File: config.mk
export PLATFORM = sky130hd
export DESIGN_NAME = i2c_codec_target
export DESIGN_NICKNAME = d
export VERILOG_FILES = /design/src/rtl/i2c_codec_pkg.sv /design/src/rtl/i2c_codec_target_sync.sv /design/src/rtl/i2c_codec_target.sv
export SDC_FILE = /design/constraint.sdc
export NUM_CORES = 1
export LEC_CHECK = 0
export CAP_MARGIN = 10
export CORE_ASPECT_RATIO = 1.2
export CORE_MARGIN = 4
export CORE_UTILIZATION = 56
export DETAILED_ROUTE_END_ITERATION = 12
export GPL_ROUTABILITY_DRIVEN = 0
export PLACE_DENSITY = 0.85
export SLEW_MARGIN = 40
export SYNTH_ARGS = -nofsm -noshare
export SYNTH_HDL_FRONTEND = slang
export SYNTH_SLANG_ARGS = --single-unit
File: constraint.sdc
create_clock -name clk -period 2.69 [get_ports clk]
set_clock_uncertainty 0.05 [all_clocks]
set_input_delay 0.269 -clock clk [delete_from_list [all_inputs] [get_ports clk]]
set_output_delay 0.269 -clock clk [all_outputs]
set_load 0.02 [all_outputs]
File: src/rtl/i2c_codec_pkg.sv
// i2c_codec_pkg: shared constants for the codec control-port I2C target.
//   DEV_ADDR_DEFAULT : 7-bit device address the codec answers to
//   state_t / S_*    : target FSM state encoding
//   codec_reg_e      : codec register map (register address field of a write)
package i2c_codec_pkg;

   localparam logic [6:0] DEV_ADDR_DEFAULT = 7'h1A;

   typedef logic [2:0] state_t;

   localparam state_t S_IDLE     = 3'd0;
   localparam state_t S_DEV      = 3'd1;
   localparam state_t S_ACK_DEV  = 3'd2;
   localparam state_t S_REG      = 3'd3;
   localparam state_t S_ACK_REG  = 3'd4;
   localparam state_t S_DATA     = 3'd5;
   localparam state_t S_ACK_DATA = 3'd6;
   localparam state_t S_IGNORE   = 3'd7;

   typedef enum logic [6:0] {
      REG_LINVOL = 7'h00,
      REG_RINVOL = 7'h01,
      REG_LHPOUT = 7'h02,
      REG_RHPOUT = 7'h03,
      REG_APANA  = 7'h04,
      REG_DPATH  = 7'h05,
      REG_PWR    = 7'h06,
      REG_DAIF   = 7'h07,
      REG_SRATE  = 7'h08,
      REG_ACTIVE = 7'h09,
      REG_RESET  = 7'h0F
   } codec_reg_e;

endpackage

File: src/rtl/i2c_codec_target_sync.sv
// i2c_bus_sync: brings SCL/SDA into the clk domain and decodes bus events.
//   clk_i, rst_ni      : system clock, async active-low reset
//   scl_i, sda_i       : raw bus lines
//   scl_rise_o/fall_o  : one-cycle pulses on synchronised SCL edges
//   start_o / stop_o   : one-cycle pulses for START / STOP conditions
//   sda_o              : synchronised SDA, aligned with the event pulses
module i2c_bus_sync #(
   parameter int SYNC_STAGES = 2
) (
   input  logic clk_i,
   input  logic rst_ni,
   input  logic scl_i,
   input  logic sda_i,
   output logic scl_rise_o,
   output logic scl_fall_o,
   output logic start_o,
   output logic stop_o,
   output logic sda_o
);

   logic [SYNC_STAGES-1:0] scl_q, sda_q;
   logic scl_h_q, sda_h_q, rise_q, fall_q, start_q, stop_q;
   logic scl_s, sda_s;

   assign scl_s = scl_q[SYNC_STAGES-1];
   assign sda_s = sda_q[SYNC_STAGES-1];

   // Lines idle high, so the chain resets high to avoid a false edge after reset.
   // Event pulses are registered; sda_h_q is SDA delayed by the same amount.
   always_ff @(posedge clk_i or negedge rst_ni)
      if (!rst_ni) begin
         scl_q   <= '1;
         sda_q   <= '1;
         scl_h_q <= 1'b1;
         sda_h_q <= 1'b1;
         rise_q  <= 1'b0;
         fall_q  <= 1'b0;
         start_q <= 1'b0;
         stop_q  <= 1'b0;
      end else begin
         scl_q   <= (scl_q << 1) | SYNC_STAGES'(scl_i);
         sda_q   <= (sda_q << 1) | SYNC_STAGES'(sda_i);
         scl_h_q <= scl_s;
         sda_h_q <= sda_s;
         rise_q  <= scl_s & ~scl_h_q;
         fall_q  <= ~scl_s & scl_h_q;
         start_q <= scl_s & scl_h_q & sda_h_q & ~sda_s;
         stop_q  <= scl_s & scl_h_q & ~sda_h_q & sda_s;
      end

   assign scl_rise_o = rise_q;
   assign scl_fall_o = fall_q;
   assign start_o    = start_q;
   assign stop_o     = stop_q;
   assign sda_o      = sda_h_q;

endmodule

File: src/rtl/i2c_codec_target.sv
// i2c_codec_target: write-only I2C target for the codec control port.
//   clk      : system clock
//   reset    : async active-low reset
//   scl      : bus clock
//   sda_i    : bus data as seen on the wire
//   sda_oe   : 1 pulls SDA low (ACK)
//   wr_valid : one-cycle strobe per completed, ACKed register write
//   wr_addr  : register address of the last write (held)
//   wr_data  : 9-bit register data of the last write (held)
//   err      : one-cycle strobe on abort / NACKed read / extra byte
//   busy     : high from START to STOP
module i2c_codec_target
   import i2c_codec_pkg::*;
#(
   parameter logic [6:0] DEV_ADDR    = DEV_ADDR_DEFAULT,
   parameter int         SYNC_STAGES = 2
) (
   input  logic       clk,
   input  logic       reset,
   input  logic       scl,
   input  logic       sda_i,
   output logic       sda_oe,
   output logic       wr_valid,
   output logic [6:0] wr_addr,
   output logic [8:0] wr_data,
   output logic       err,
   output logic       busy
);

   logic rise, fall, start, stop, sda;

   i2c_bus_sync #(.SYNC_STAGES(SYNC_STAGES)) u_sync (
      .clk_i      (clk),
      .rst_ni     (reset),
      .scl_i      (scl),
      .sda_i      (sda_i),
      .scl_rise_o (rise),
      .scl_fall_o (fall),
      .start_o    (start),
      .stop_o     (stop),
      .sda_o      (sda)
   );

   state_t     state_q, state_d;
   logic [7:0] sr_q, sr_d;
   logic [3:0] cnt_q, cnt_d;
   logic [6:0] addr_q, addr_d, wa_q, wa_d;
   logic [8:0] wd_q, wd_d;
   logic       d8_q, d8_d, oe_q, oe_d, wv_q, wv_d, err_q, err_d, busy_q, busy_d;
   // matched_q: device byte ACKed and the write is not yet complete.
   // wrote_q: write completed, a further byte still owes one err pulse.
   logic       matched_q, matched_d, wrote_q, wrote_d;
   logic       full;

   assign full = cnt_q == 4'd8;

   always_comb begin
      state_d   = state_q;
      sr_d      = sr_q;
      cnt_d     = cnt_q;
      addr_d    = addr_q;
      d8_d      = d8_q;
      wa_d      = wa_q;
      wd_d      = wd_q;
      oe_d      = oe_q;
      busy_d    = busy_q;
      matched_d = matched_q;
      wrote_d   = wrote_q;
      wv_d      = 1'b0;
      err_d     = 1'b0;
      if (stop) begin
         if (state_q != S_IDLE) begin
            state_d   = S_IDLE;
            busy_d    = 1'b0;
            oe_d      = 1'b0;
            cnt_d     = 4'd0;
            err_d     = matched_q;
            matched_d = 1'b0;
            wrote_d   = 1'b0;
         end
      end else if (start) begin
         state_d   = S_DEV;
         busy_d    = 1'b1;
         oe_d      = 1'b0;
         cnt_d     = 4'd0;
         err_d     = matched_q;
         matched_d = 1'b0;
         wrote_d   = 1'b0;
      end else if (rise) begin
         if ((state_q == S_DEV || state_q == S_REG || state_q == S_DATA) && !full) begin
            sr_d  = {sr_q[6:0], sda};
            cnt_d = cnt_q + 4'd1;
         end else if (state_q == S_IGNORE && cnt_q < 4'd9) begin
            cnt_d = cnt_q + 4'd1;
         end
      end else if (fall) begin
         // ACK states are entered on a fall, so the next fall ends the 9th pulse.
         case (state_q)
            S_DEV: if (full) begin
               if (sr_q == {DEV_ADDR, 1'b0}) begin
                  state_d   = S_ACK_DEV;
                  oe_d      = 1'b1;
                  cnt_d     = 4'd0;
                  matched_d = 1'b1;
               end else begin
                  // 8 of 9 clocks of this byte seen; the NACK clock completes it.
                  state_d = S_IGNORE;
                  err_d   = sr_q[7:1] == DEV_ADDR;
               end
            end
            S_ACK_DEV: begin
               state_d = S_REG;
               oe_d    = 1'b0;
            end
            S_REG: if (full) begin
               state_d = S_ACK_REG;
               addr_d  = sr_q[7:1];
               d8_d    = sr_q[0];
               oe_d    = 1'b1;
               cnt_d   = 4'd0;
            end
            S_ACK_REG: begin
               state_d = S_DATA;
               oe_d    = 1'b0;
            end
            S_DATA: if (full) begin
               state_d   = S_ACK_DATA;
               oe_d      = 1'b1;
               cnt_d     = 4'd0;
               wv_d      = 1'b1;
               wa_d      = addr_q;
               wd_d      = {d8_q, sr_q};
               matched_d = 1'b0;
               wrote_d   = 1'b1;
            end
            S_ACK_DATA: begin
               state_d = S_IGNORE;
               oe_d    = 1'b0;
               cnt_d   = 4'd0;
            end
            S_IGNORE: begin
               err_d   = full & wrote_q;
               wrote_d = wrote_q & ~full;
               cnt_d   = cnt_q == 4'd9 ? 4'd0 : cnt_q;
            end
            default: ;
         endcase
      end
   end

   always_ff @(posedge clk or negedge reset)
      if (!reset) begin
         state_q   <= S_IDLE;
         sr_q      <= 8'd0;
         cnt_q     <= 4'd0;
         addr_q    <= 7'd0;
         d8_q      <= 1'b0;
         wa_q      <= 7'd0;
         wd_q      <= 9'd0;
         oe_q      <= 1'b0;
         wv_q      <= 1'b0;
         err_q     <= 1'b0;
         busy_q    <= 1'b0;
         matched_q <= 1'b0;
         wrote_q   <= 1'b0;
      end else begin
         state_q   <= state_d;
         sr_q      <= sr_d;
         cnt_q     <= cnt_d;
         addr_q    <= addr_d;
         d8_q      <= d8_d;
         wa_q      <= wa_d;
         wd_q      <= wd_d;
         oe_q      <= oe_d;
         wv_q      <= wv_d;
         err_q     <= err_d;
         busy_q    <= busy_d;
         matched_q <= matched_d;
         wrote_q   <= wrote_d;
      end

   assign sda_oe   = oe_q;
   assign wr_valid = wv_q;
   assign wr_addr  = wa_q;
   assign wr_data  = wd_q;
   assign err      = err_q;
   assign busy     = busy_q;

endmodule

==> flow_results.org <==
** Clocking
- The clock passes through at most 2 buffers.
- TritonCTS created 5 clock buffers.
- After clock tree synthesis, the clock-pin slew on the worst setup and hold paths is approximately 0.09 ns.
- TritonCTS clock tree :: yes
- Source-to-sink clock delay at the later pin of the worst-skew pair :: 0.30 ns
- Library cell used as clock root buffer :: sky130_fd_sc_hd__clkbuf_8
- TritonCTS sink count :: 55
- Setup bufs post-CTS :: 0
- Post-cts gate resize count :: 0
- Htree depth :: 2

** Floorplan
- Core outline area :: 4070 sq um
- Initial core utilization :: between 50% and 60%
- Die outline area :: between 5000 and 6000 sq um
- Height of the chip :: 80.1 um
- Ports :: 24
- Row generation in the floorplan step produced 25 rows.
- The floorplan step set the die width to about 70 um.

** Worst setup path
- Counting cells, the worst reg-to-reg path comes to 5.
- Kind of capture point of the worst setup path :: flip-flop
- Launch point of the worst reg-to-reg path :: cnt_q[0]
- Maximum fanout along the worst path :: 8
- Setup CP Type :: flip-flop to flip-flop
- Kind of start point of the critical path :: flip-flop
- Data required time at the worst endpoint :: 2.83 ns
- STA puts the critical path data arrival time at roughly 2.3 ns.
- Reg-to-Reg End :: addr_q[0]
- Setup slack on the worst reg-to-reg path comes out at 0.54 ns.

** STA
- Final worst-path setup slack :: 0.540 ns
- Count of pins over their slew limit :: 0
- Summed negative setup slack over all endpoints :: 0 ns
- Headroom to the max-slew limit :: between 60 and 70%
- Slew of the pin with the lowest slew margin :: ~0.56 ns
- Setup violations remaining at the end of the flow were counted as 0.
- Of the available clock period, the critical path in the final layout requires roughly 80%.
- Timing would allow up to about 470 MHz.
- The final number of hold-violating endpoints came to 0.
- Setup repair after global routing left no endpoint under its margin.
- Shortest clock period the worst path allows after layout :: 2.15 ns

** Finish
- Count of non-filler cells in the finished layout :: 274
- Share of post-route cells with drive strength above 1 :: between 10% and 20%
- Number of filler instances in the final layout :: roughly 310
- In the final layout, flip-flops and latches occupy between 1000 and 1500 sq um.
- In the final layout, the multi-input gates occupy between 900 and 1000 sq um.
- Cells fill just under 70% of the core in the end.
- Final-stage net count :: 226
- Number of antenna cells inserted :: 0
- Syn-to-layout area delta :: 16.0%

** Placement
- After detailed placement, the design holds a cell count of around 270.
- The HPWL after detailed placement is about 3.0 mm.
- Worst slack at placement :: 0.547 ns
- PortBufs :: 23

** Synthesis
- Async set-reset flop share out of synthesis :: 100%
- Post-synthesis instance total :: roughly 190
- In this run the cell area of the synthesized design comes to roughly 2400 sq um.
- The synthesized design spends more area on one cell type than any other, namely sky130_fd_sc_hd__dfrtp_1.
- For this run, the leading register cell type out of synthesis is sky130_fd_sc_hd__dfrtp_1.
- In this run, synthesis inferred 0 flip-flops with an integrated enable.
- Synthesis instantiated 48 different standard cells from the library.
- Net Count, Synth :: 199
- For this run, the register share of the synthesized area comes to 57.0%.
- The top cell type by area accounts for approximately half of the synthesized area.
- Counting flops and latches in the post-synthesis netlist gives between 50 and 60.
- Total of warnings raised by yosys :: 0
- Yosys attributes the largest share of cell area to sky130_fd_sc_hd__dfrtp_1, sky130_fd_sc_hd__mux2_1, sky130_fd_sc_hd__dfstp_2, sky130_fd_sc_hd__nand2_1, sky130_fd_sc_hd__ha_1.
- Average footprint of a synthesized cell :: approximately 13 sq um

** Drt
- After detailed routing, the average wire length per cell comes to about 16 um.
- Drt drc :: 0
- Detailed-routing iteration count for the pre-antenna-repair pass :: 4
- Via count :: 1573
- In this run, the number of DRC markers left after iteration 0 of detailed routing was 72.
- Dividing the detail-routed via count by the number of cells gives roughly 5.7.
- Routed wire length :: roughly 4.2 mm
- The count of nets left with antenna violations once routing finished came out at 0.

** Hold path
- Number of cells traversed by the worst hold path :: 0
- Hold path endpoint :: u_sync.scl_q[1]
- In this run the worst hold path is classified as flip-flop to flip-flop.
- In this run the most critical hold path is launched from u_sync.scl_q[0].

** Global route
- First-pass GRT wire length :: roughly 7.6 mm
- Global routing consumed, over all layers together, 18.4% of the routing resources.
- Number of global-route vias before repair :: about 1.6k
- Pin count of the biggest net entering global routing :: 43
- Summed over all layers, the global routing overflow is 0.
- Antenna violations before repair :: 0

** Status
- The flow ran to the end, and the final reports show no timing, DRC or antenna violations.

** Power
- For this design the static power due to leakage is 1.33 nW.
- In this run the power density over the cells is 764 nW/um^2.
- IR analysis of the VDD net gives a maximum drop of 0.462 mV.
- Power Total :: roughly 2.2 mW

** Job
- Maximum Capacitance Violations :: 0
## routing by layer
metal | up-vias | track usage [%] | part of all wire, %
li1 | 753 | - | -
met3 | 8 | 3.36 | 4.4
met2 | 47 | 28.3 | 47
met5 | - | 0 | 0
met1 | 765 | 26.3 | 47
met4 | 0 | 5.96 | 1.5
## Yosys cell counts, types with 2 or more instances
library cell and count:
sky130_fd_sc_hd__o21ai_0 3, sky130_fd_sc_hd__nand3_1 5, sky130_fd_sc_hd__o31ai_1 2, sky130_fd_sc_hd__nand2b_1 2
sky130_fd_sc_hd__nor3_1 3, sky130_fd_sc_hd__mux2_1 32, sky130_fd_sc_hd__nor3b_1 3, sky130_fd_sc_hd__a22o_1 4
sky130_fd_sc_hd__nor2b_1 4, sky130_fd_sc_hd__inv_1 6, sky130_fd_sc_hd__a21oi_1 6, sky130_fd_sc_hd__nand4b_1 2
sky130_fd_sc_hd__dfrtp_1 49, sky130_fd_sc_hd__ha_1 3, sky130_fd_sc_hd__nor2_1 7, sky130_fd_sc_hd__mux2i_1 2
sky130_fd_sc_hd__a41oi_1 2, sky130_fd_sc_hd__o21ai_1 4, sky130_fd_sc_hd__dfstp_2 6, sky130_fd_sc_hd__and3b_1 2
sky130_fd_sc_hd__nand2_1 13, sky130_fd_sc_hd__buf_2 6
## per-stage QoR
stage | hold slack, ns | area, sq um
floorplan | -0.0766 | 2430
CTS | 0.310 | 2820
global placement | 0.297 | 2710
finish | 0.309 | 2820
detailed placement | 0.227 | 2710
global route | 0.315 | 2820
## cell type report
cell class / count / area share, %
Inverter: 7 / 0.933
Timing Repair Buffer: 27 / 9.24
Tap cell: 54 / 2.40
Clock inverter: 1 / 0.311
Sequential cell: 55 / 49.1
Multi-Input combinational cell: 123 / 34.9
Clock buffer: 7 / 3.06
## critical path, cell delays in order (launching register included)
cell and delay, ns:
sky130_fd_sc_hd__dfrtp_1 0.46, sky130_fd_sc_hd__inv_1 0.09, sky130_fd_sc_hd__ha_1 0.17, sky130_fd_sc_hd__and4b_1 0.35, sky130_fd_sc_hd__nand4_1 0.44, sky130_fd_sc_hd__mux2_1 0.48
## power breakdown
part / internal [mW] / switching [mW]
clock: 0.211 / 0.253
sequential: 0.948 / 0.167
combinational: 0.259 / 0.314
## worst max-delay path by stage
stage | from | endpoint | slack [ns] | depth (start not counted)
floorplan | cnt_q[0] | cnt_q[0] | 0.77 | 8
global placement | cnt_q[0] | addr_q[4] | 0.62 | 5
detailed placement | cnt_q[0] | addr_q[6] | 0.55 | 5
CTS | cnt_q[0] | addr_q[0] | 0.52 | 5
global route | cnt_q[1] | addr_q[0] | 0.38 | 5
finish | cnt_q[0] | addr_q[0] | 0.54 | 5
## placed cells by master (no fill, tap or decap), drive strengths merged, types with 4 or more instances in the layout
| cell | Yosys | final |
|---|---|---|
| dfrtp | 49 | 49 |
| mux2 | 33 | 33 |
| clkdlybuf4s50 | 0 | 22 |
| nand2 | 13 | 13 |
| nor2 | 8 | 8 |
| inv | 7 | 7 |
| a21oi | 7 | 7 |
| clkbuf | 1 | 7 |
| o21ai | 7 | 7 |
| dfstp | 6 | 6 |
| nand3 | 5 | 5 |
| nor2b | 4 | 4 |
| a22o | 4 | 4 |
| buf | 6 | 4 |
## kinds of logic (layout without fill, tap and decap cells)
logic type / Yosys count / count (layout) / share of synthesized area (%)
flops: 55 / 55 / 57.0
compound gates: 32 / 32 / 9.74
simple gates: 52 / 52 / 12.6
xor+xnor: 1 / 1 / 0.361
mux: 35 / 35 / 16.3
fa+ha+maj: 3 / 3 / 1.55
buf+inv: 14 / 42 / 2.47
## flip-flops by register name (all words and copies together) (netlist names), 2 cells and up
name          cells
addr_q            7
sr_q              8
state_q           3
cnt_q             4
u_sync.scl_q      2
wr_addr           7
u_sync.sda_q      2
wr_data           9
## repair_timing
item | 4_1_cts | 5_1_grt
setup endpoints to repair | 0 | 0
hold buffers | 1 | 0
endpoints found under the hold margin | 35 | 0
Note: power is estimated with default switching activity, not from simulation.
